File: config.mk
export PLATFORM = sky130hd
export DESIGN_NAME = simon_key_ctrl
export DESIGN_NICKNAME = d
export VERILOG_FILES = /design/src/rtl/simon_key_ctrl.sv
export SDC_FILE = /design/constraint.sdc
export NUM_CORES = 1
export LEC_CHECK = 0
export ABC_AREA = 1
export BUFFER_PORTS_ARGS = -buffer_cell sky130_fd_sc_hd__clkbuf_2
export CAP_MARGIN = 30
export CORE_MARGIN = 2
export CORE_UTILIZATION = 40
export DETAILED_ROUTE_END_ITERATION = 8
export GPL_TIMING_DRIVEN = 0
export PLACE_DENSITY = 0.55
export SETUP_SLACK_MARGIN = 0.4
export SYNTH_ARGS = -nofsm -noshare
export SYNTH_HDL_FRONTEND = slang
export SYNTH_SLANG_ARGS = --single-unit
File: constraint.sdc
create_clock -name clk -period 47.4 [get_ports clk]
set_input_delay 4.74 -clock clk [delete_from_list [all_inputs] [get_ports clk]]
set_output_delay 4.74 -clock clk [all_outputs]
set_load 0.02 [all_outputs]
File: src/rtl/simon_key_ctrl.sv
// simon_key_ctrl: SIMON32/64 key schedule expander with a readable round-key file (optional SIMON_KS_ZEROIZE_EN adds a zeroize input)
module simon_key_ctrl #(
  parameter int ROUNDS = 32
) (
  input  logic        clk,
  input  logic        rst,
`ifdef SIMON_KS_ZEROIZE_EN
  input  logic        zeroize,
`endif
  input  logic [63:0] key_in,
  input  logic        start,
  output logic        busy,
  output logic        done,
  output logic        keys_ready,
  input  logic        rd_en,
  input  logic [4:0]  rd_idx,
  output logic [15:0] rk_out,
  output logic        rk_valid
);
  typedef enum logic {IDLE, EXPAND} state_t;
  localparam logic [61:0] Z0 = 62'b11111010001001010110000111001101111101000100101011000011100110;
  localparam logic [4:0] LAST = 5'(ROUNDS - 1);
  state_t state;
  logic [4:0] i;
  logic [15:0] kf [ROUNDS];
  logic [15:0] w [4];
  logic [15:0] t0, t1, nk;
  assign busy = (state == EXPAND);
  // next round key from the window w[0]=k[i-4] .. w[3]=k[i-1]; z0 is taken MSB-first
  always_comb begin
    t0 = {w[3][2:0], w[3][15:3]} ^ w[1];
    t1 = t0 ^ {t0[0], t0[15:1]};
    nk = w[0] ^ t1 ^ 16'hFFFC ^ {15'd0, Z0[6'd61 - {1'b0, i - 5'd4}]};
  end
  // expansion state machine, key file and window
  always_ff @(posedge clk or posedge rst)
    if (rst) begin
      state <= IDLE;
      done <= 1'b0;
      keys_ready <= 1'b0;
      i <= '0;
      for (int k = 0; k < ROUNDS; k++) kf[k] <= '0;
      for (int k = 0; k < 4; k++) w[k] <= '0;
    end
`ifdef SIMON_KS_ZEROIZE_EN
    else if (zeroize) begin
      state <= IDLE;
      done <= 1'b0;
      keys_ready <= 1'b0;
      i <= '0;
      for (int k = 0; k < ROUNDS; k++) kf[k] <= '0;
      for (int k = 0; k < 4; k++) w[k] <= '0;
    end
`endif
    else begin
      done <= 1'b0;
      if (state == IDLE) begin
        if (start) begin
          for (int k = 0; k < 4; k++) begin
            kf[k] <= key_in[16*k +: 16];
            w[k] <= key_in[16*k +: 16];
          end
          keys_ready <= 1'b0;
          i <= 5'd4;
          state <= EXPAND;
        end
      end else begin
        kf[i] <= nk;
        w[0] <= w[1];
        w[1] <= w[2];
        w[2] <= w[3];
        w[3] <= nk;
        i <= i + 5'd1;
        if (i == LAST) begin
          done <= 1'b1;
          keys_ready <= 1'b1;
          state <= IDLE;
        end
      end
    end
  // registered read port; a same-edge write is not forwarded, so reads see old contents
  always_ff @(posedge clk or posedge rst)
    if (rst) begin
      rk_out <= '0;
      rk_valid <= 1'b0;
    end
`ifdef SIMON_KS_ZEROIZE_EN
    else if (zeroize) begin
      rk_valid <= rd_en;
      if (rd_en) rk_out <= '0;
    end
`endif
    else begin
      rk_valid <= rd_en;
      if (rd_en) rk_out <= (32'(rd_idx) < ROUNDS) ? kf[rd_idx] : '0;
    end
endmodule
### Yosys cells after proc, flatten, opt, wreduce, memory -nomap -nowiden

Memory sizes are Yosys's and may differ from the RTL's.
Cells that the tools add are included.

* register bits: 601
* output and inout port bits: 20
* memories kept: 1
* memory bits (read-only): 64

* bitwise operators: 7
* equality and inequality tests: 2
* mux-type cells: 20
* magnitude comparators: 4
* reductions and logical operators: 3
* add/sub/neg operators: 3

Memories
* (no name shown): words 64, width 1, read ports 1, clocked after memory_dff 0, wr ports 0, line 33 `nk = w[0] ^ t1 ^ 16'hFFFC ^ {15'd0, Z0[6'd61 - {1'b0, i - 5'd4}]};`

Operator list (count)
* $bwmux W512: 1
* $mux W64: 3
* $bmux W16 S5: 1
* $demux W16 S5: 1
* $mux W16: 3
* $xor A16 B16 Y16: 3
* $xor A16 B1 Y16: 1
* $not A14 Y14: 1
* $ge A6 B6 Y1 const B: 2
* $not A5 Y6: 2
* $mux W5: 2
* $mux W1: 9
* $lt A6 B7 Y1 const B: 1
* $lt A6 B1 Y1 const B: 1
* $sub A6 B5 Y6 const A: 1
* $add A5 B1 Y5 const B: 1
* $eq A5 B5 Y1 const B: 1
* $sub A5 B3 Y5 const B: 1
* $ne A2 B1 Y1 const B: 1
* $reduce_and A2 Y1: 1
* $reduce_bool A2 Y1: 1
* $logic_and A1 B1 Y1: 1

### Depth between registers and ports, before layout

Gate-level depths: netlist of run 1.

* depth after elaboration: 7
* depth in mapped cells: 15

### Worst setup path before layout of run 1

OpenSTA, ideal clock, no wires.

* path type: input-to-reg
* start point: input port rd_idx[0]
* end point: register rk_out[1]
* buffers on the path: 3
* setup slack: 41.449 ns
* data arrival time: 5.885 ns
* setup time: 0.066 ns
* stages: 11
* path through: clkbuf_1 -> buf_2 -> clkbuf_1 -> nand2_1 -> nand3_1 -> nand3_1 -> nand2_1 -> nand2_1 -> nand3_1 -> nand3_1 -> nand2_1

* word-level cells in the longest chain between the ends: 4

Ends and longest elaborated chain
* start, declared: line 16 `input logic [4:0] rd_idx,`
* $not A5 Y6 (not written as such): line 95 `if (rd_en) rk_out <= (32'(rd_idx) < ROUNDS) ? kf[rd_idx] : '0;`
* $bmux W16 S5: line 95
* $mux W16 (not written as such) (2 in series): line 95
* end signal, assigned: line 95
* end, declared: line 17 `output logic [15:0] rk_out,`

Every way passes these cells. The select of a mux whose other input is x is not followed.
A chain may end at the register's enable or synchronous reset.

### Worst setup path after layout of run 1

* start point: input port rd_idx[0]
* end point: register rk_out[12]

The elaborated chain is that of the path after synthesis.

==> flow_summary.json, run 1 <==
{
  "critPathSlowestCell": "clkbuf_1",
  "min_period_over_period_pct": 14.9,
  "yosysTopAreaCellShare_pct": 52.1,
  "cp-start-kind": "primary input",
  "postCtsSetupRepairBufs": 0,
  "cts_max_level": 3,
  "fin_setup_tns_ns": 0,
  "dieHeight_um": 273,
  "synth_most_common_cell": "nand2_1",
  "rsz0062_at_grt": "no",
  "required_ns": 47.94,
  "hold_slack_ns": 0.477,
  "path_buf_inv": 4,
  "fmax_mhz": 142,
  "hold_viol": 0,
  "yosys-top-cells-count": "nand2_1, nand3_1, dfrtp_1, nor2_1, o21ai_0",
  "post_cts_resized": 0,
  "holdBufCountCts": 0,
  "fillers": 7403,
  "crit_path_end_kind": "flip-flop",
  "vias": 26979,
  "clock_skew_ns": 0.0293,
  "yosys.area.top_type": "dfrtp_1",
  "hp-class": "flip-flop to flip-flop",
  "io_pins": 93,
  "insertion_delay_ns": 0.62,
  "synth_seq_area_share_pct": 52.1,
  "ff_latch_area_um2": 15000,
  "drcViolationCount": 0,
  "async_reset_ff_share_pct": 100,
  "via_per_inst": 5.54,
  "path_delay_family": "buffers and inverters",
  "die_area_um2": 74300,
  "synth.distinct_cells": 30,
  "ys_ff_latch": 601,
  "setup_viol": 0,
  "antenna_found_initial": 3,
  "cts_tree": "yes",
  "root_buffer": "clkbuf_16",
  "cts_inserted_buffers": 69,
  "synth_flop_cell": "dfrtp_1",
  "status": "complete, no violations",
  "fin_nets": 3957,
  "clkSinkCount": 601,
  "syn2layout_area_growth_pct": 14.5,
  "routedWlPerCell_um": 25.1,
  "synthCells": 3696,
  "rows": 98,
  "grt_max_degree": 125,
  "grt_pass1_vias": 25793,
  "core-area_um2": 71500,
  "grt_overflow_total": 0,
  "synth-edff-count": 0,
  "crit_path_max_incr_delay_ns": 0.69,
  "tightest_slew_ns": 1.14,
  "start_util_pct": 40.4,
  "pwr_density_cell_nw_per_um2": 89.9,
  "path_cells": "clkbuf_1 -> inv_1 -> clkbuf_1 -> buf_2 -> nand2_1 -> nand3_1 -> nand3_1 -> nand2_1 -> nand2_1 -> nand3_1 -> nand3_1 -> nand2_1",
  "wl_mm": 122,
  "syn_area_per_cell_um2": 7.81,
  "chipWidth_um": 273,
  "grt_pass1_wl_mm": 178,
  "slew_headroom_pct": 24.1,
  "min_period_ns": 7.05,
  "clkTransAtPathRegs_ns": 0.06,
  "dr.first_iter.drc_count": 3145,
  "clk_path_buf_depth": 3,
  "slew_viol_final": 0,
  "drv_cap": 0,
  "synth_nets": 3782,
  "arrival_ns": 7.59,
  "ys_top_cells_by_area": "dfrtp_1, nand2_1, nand3_1",
  "dp_hpwl_mm": 88.1,
  "grt_use_total_pct": 32.9,
  "netlist_area_um2": 28900,
  "ys_warn_count": 0,
  "drtAntennaViolNets": 0,
  "post_route_cells_drive_above_1_share_pct": 9.89,
  "portBuffers": 88,
  "multi_input_area_um2": 12300,
  "path_class": "primary input to flip-flop",
  "firstDrtPassIters": 5,
  "power_leakage_nw": 15.7,
  "gp_congestion": 1.00,
  "irDropWorstVdd_uv": 95.5,
  "reg2reg_slack_ns": 44.21,
  "cp_max_fo": 10
}
-- flip-flops by register name, indices dropped and copies added, names as in the netlist --
register	count
i	5
busy	1
done	1
kf	512
rk_valid	1
w	64
keys_ready	1
rk_out	16
-- final cells by class --
| class | instances | share of cell area, % |
|---|---|---|
| Timing Repair Buffer | 104 | 2.23 |
| Tap cell | 950 | 3.60 |
| Buffer | 271 | 3.48 |
| Inverter | 91 | 1.06 |
| Sequential cell | 601 | 45.5 |
| Antenna cell | 1 | 0.00757 |
| Clock buffer | 102 | 6.27 |
| Multi-Input combinational cell | 2733 | 37.3 |
| Clock inverter | 20 | 0.500 |
-- path summary, 6_finish.rpt --
check                                       start  cells past startpoint                      to
min                        rk_out[10]$_DFFE_PP0P_                      2  rk_out[10]$_DFFE_PP0P_
max reg2reg                      i[1]$_DFFE_PP0P_                      8     kf[441]$_DFFE_PP0P_
min in group asynchronous                     rst                      2      kf[83]$_DFFE_PP0P_
min reg2reg                rk_out[10]$_DFFE_PP0P_                      2  rk_out[10]$_DFFE_PP0P_
max in group asynchronous                     rst                      5     kf[238]$_DFFE_PP0P_
max                                     rd_idx[0]                     12  rk_out[12]$_DFFE_PP0P_
-- placed cells by master, fill, tap and decap left out, types with 14 or more instances in the layout --
| cell type | n |
|---|---|
| nand2_1 | 1349 |
| nand3_1 | 619 |
| dfrtp_1 | 601 |
| nor2_1 | 257 |
| o21ai_0 | 190 |
| clkbuf_1 | 187 |
| a21oi_1 | 153 |
| clkbuf_2 | 88 |
| inv_1 | 72 |
| clkbuf_16 | 71 |
| buf_2 | 57 |
| a21oi_2 | 40 |
| o21ai_1 | 32 |
| buf_1 | 32 |
| o21ai_2 | 28 |
| clkbuf_8 | 18 |
| inv_2 | 17 |
| xor2_2 | 14 |
-- per-stage QoR --
stage	instance area, µm²	setup WS [ns]	util, %	total power [mW]	instances
6_report	33000	40.35	46.2	2.97	4873
5_1_grt	33000	40.36	46.2	3.10	4872
4_1_cts	33000	40.37	46.2	2.93	4871
3_5_place_dp	30800	39.73	43.1	2.39	4749
3_3_place_gp	30500	18.07	42.7	2.36	4734
2_1_floorplan	28900	25.84	-	1.71	3696
-- cell families (layout without fill, tap and decap cells) --
logic type | after synthesis | after routing | share of synthesized area, %
AOI/OAI and AO/OA | 455 | 455 | 8.94
DFF | 601 | 601 | 52.1
buffers and inverters | 362 | 588 | 5.17
adders and majority gates | 13 | 13 | 0.564
other | 0 | 1 | 0
and+or+nand+nor | 2231 | 2231 | 31.8
xor gates and xnor gates | 34 | 34 | 1.45
-- report_power, final --
group / internal [mW] / switching [mW] / total (mW)
sequential: 0.756 / 0.148 / 0.904
clock: 0.314 / 0.227 / 0.541
combinational: 0.371 / 1.15 / 1.53
-- worst reg2reg max path, delay by kind of cell (launching register included) --
family	cells	cell delay, ns
adder cells (fa/ha/maj)	1	0.21
AND/OR/NAND/NOR	4	1.32
flip-flops	1	0.50
buffers and inverters	3	1.09
-- layer usage --
| metal | vias to the layer above | wire length, µm | GRT usage, % |
|---|---|---|---|
| li1 | 12304 | - | - |
| met1 | 13258 | 51700 | 44.9 |
| met2 | 1161 | 55100 | 51.2 |
| met3 | 254 | 8880 | 4.53 |
| met4 | 2 | 6620 | 16.8 |
| met5 | - | 16 | 0 |
No activity file was read; power rests on OpenSTA's default activity.
==> run 2: changes to the inputs <==
--- a/config.mk
+++ b/config.mk
@@ -12,7 +12,7 @@
 export CORE_UTILIZATION = 40
 export DETAILED_ROUTE_END_ITERATION = 8
 export GPL_TIMING_DRIVEN = 0
-export PLACE_DENSITY = 0.55
+export PLACE_DENSITY = 0.57
 export SETUP_SLACK_MARGIN = 0.4
 export SYNTH_ARGS = -nofsm -noshare
 export SYNTH_HDL_FRONTEND = slang
==> constraint.sdc (replaced) <==
create_clock -name clk -period 5.8 [get_ports clk]
set_input_delay 0.58 -clock clk [delete_from_list [all_inputs] [get_ports clk]]
set_output_delay 0.58 -clock clk [all_outputs]
set_load 0.02 [all_outputs]
==> run 2 against run 1 <==
Sequential cell count did not move; die area stayed put; critical path depth decreased by 4; sequential power increased to 8.2 times the previous value; via count is 0.79% higher; critical endpoint is now kf[441]$_DFFE_PP0P_.
==> flow_summary.json, run 2 (synthesis gave the netlist of run 1 again) <==
{
  "status": "complete, no violations",
  "pwr_density_cell_nw_per_um2": 728,
  "power_leakage_nw": 15.8,
  "min_period_ns": 3.11,
  "hp-class": "primary input to async pin",
  "fin_setup_tns_ns": 0,
  "irDropWorstVdd_uv": 504,
  "cts_tree": "yes",
  "grt_pass1_wl_mm": 178,
  "grt_use_total_pct": 32.8,
  "regMostFlops": "kf",
  "core-area_um2": 71500,
  "drtAntennaViolNets": 0,
  "start_util_pct": 40.4,
  "portBuffers": 88,
  "setup_viol": 0,
  "grt_overflow_total": 0,
  "dr.first_iter.drc_count": 3270,
  "cts_max_level": 3,
  "fin_nets": 3967,
  "die_area_um2": 74300,
  "dp_hpwl_mm": 88.1,
  "cts_inserted_buffers": 69,
  "clk_path_buf_depth": 3,
  "post_cts_resized": 0,
  "grt_max_degree": 41,
  "via_per_inst": 5.57,
  "wl_mm": 122,
  "hold_slack_ns": 0.0991,
  "clkSinkCount": 601,
  "required_ns": 6.35,
  "fmax_mhz": 321,
  "gp_congestion": 1.00,
  "placed_cell_area_um2": 30900,
  "cp_max_fo": 10,
  "dieHeight_um": 273,
  "crit_path_end_kind": "flip-flop",
  "total_power_mw": 24.2,
  "arrival_ns": 3.66,
  "vias": 27191,
  "drv_cap": 0,
  "rsz0062_at_grt": "no",
  "antenna_found_initial": 5,
  "final_cell_mix": "nand2_1, nand3_1, dfrtp_1",
  "layout.cells.non_filler": 4885,
  "syn2layout_area_growth_pct": 15.1,
  "chipWidth_um": 273,
  "clock_skew_ns": 0.0253,
  "root_buffer": "clkbuf_16",
  "holdBufCountCts": 0,
  "place_inst": 4756,
  "clkTransAtPathRegs_ns": 0.06,
  "r2r_cells": 8,
  "firstDrtPassIters": 6,
  "min_period_over_period_pct": 53.6,
  "tightest_slew_ns": 1.08,
  "slew_headroom_pct": 28.1,
  "grt_pass1_vias": 26328,
  "postCtsSetupRepairBufs": 0,
  "path_class": "flip-flop to flip-flop",
  "largest_reg_flops": 512,
  "cp-start-kind": "flip-flop",
  "slew_viol_final": 0,
  "rows": 98,
  "top_regs": "kf x512, w x64, rk_out x16",
  "stdcell_area_um2": 33200,
  "hold_viol": 0,
  "insertion_delay_ns": 0.63,
  "routedWlPerCell_um": 24.9,
  "drcViolationCount": 0,
  "io_pins": 93,
  "final_common_cell": "nand2_1",
  "post_route_cells_drive_above_1_share_pct": 10.0
}
==> run 2: metal layers <==
metal  up-vias  wire (µm)  global-route usage, %
met2      1274      54100                   50.8
li1      12342          -                      -
met4         4       7730                   17.2
met1     13266      50300                   43.4
met5         -         99                  0.834
met3       305       9620                   6.83
==> run 2: critical path, cell delays in order (launching register included) <==
cell and delay (ns):
dfrtp_1 0.50, inv_1 0.25, ha_1 0.21, nand2_1 0.55, clkbuf_1 0.46, nor2_1 0.54
buf_2 0.35, nand2_1 0.08, nand2_1 0.09
==> run 2: final timing paths <==
path | from | end | slack (ns)
min | rst | kf[342]$_DFFE_PP0P_ | 0.1
min in group clk | key_in[57] | w[9]$_DFFE_PP0P_ | 0.22
max | i[1]$_DFFE_PP0P_ | kf[441]$_DFFE_PP0P_ | 2.69
max reg2reg | i[1]$_DFFE_PP0P_ | kf[441]$_DFFE_PP0P_ | 2.69
max in group asynchronous | rst | w[63]$_DFFE_PP0P_ | 3.93
min reg2reg | rk_out[8]$_DFFE_PP0P_ | rk_out[8]$_DFFE_PP0P_ | 0.48
==> run 2: layout make-up <==
class                      count  area, µm²
fill                        7309      38300
sequential                   601      15000
multi-input combinational   2733      12300
clock buffer                 104       2070
tap                          950       1190
buffer                       271       1150
timing repair buffer         114        916
inverter                      91        348
clock inverter                18        173
antenna                        3       7.51
==> run 2: metrics by stage <==
step                utilization, %  setup slack, ns
finish                        46.5             2.69
global route                  46.5             2.50
CTS                           46.4             2.72
detailed placement            43.3             2.46
global placement              42.7            -7.15
floorplan                        -            -2.98
==> run 2: power by group <==
part / switching [mW] / internal [mW]
combinational: 9.41 / 3.00
clock: 1.84 / 2.56
sequential: 1.21 / 6.18
total: 12.5 / 11.7
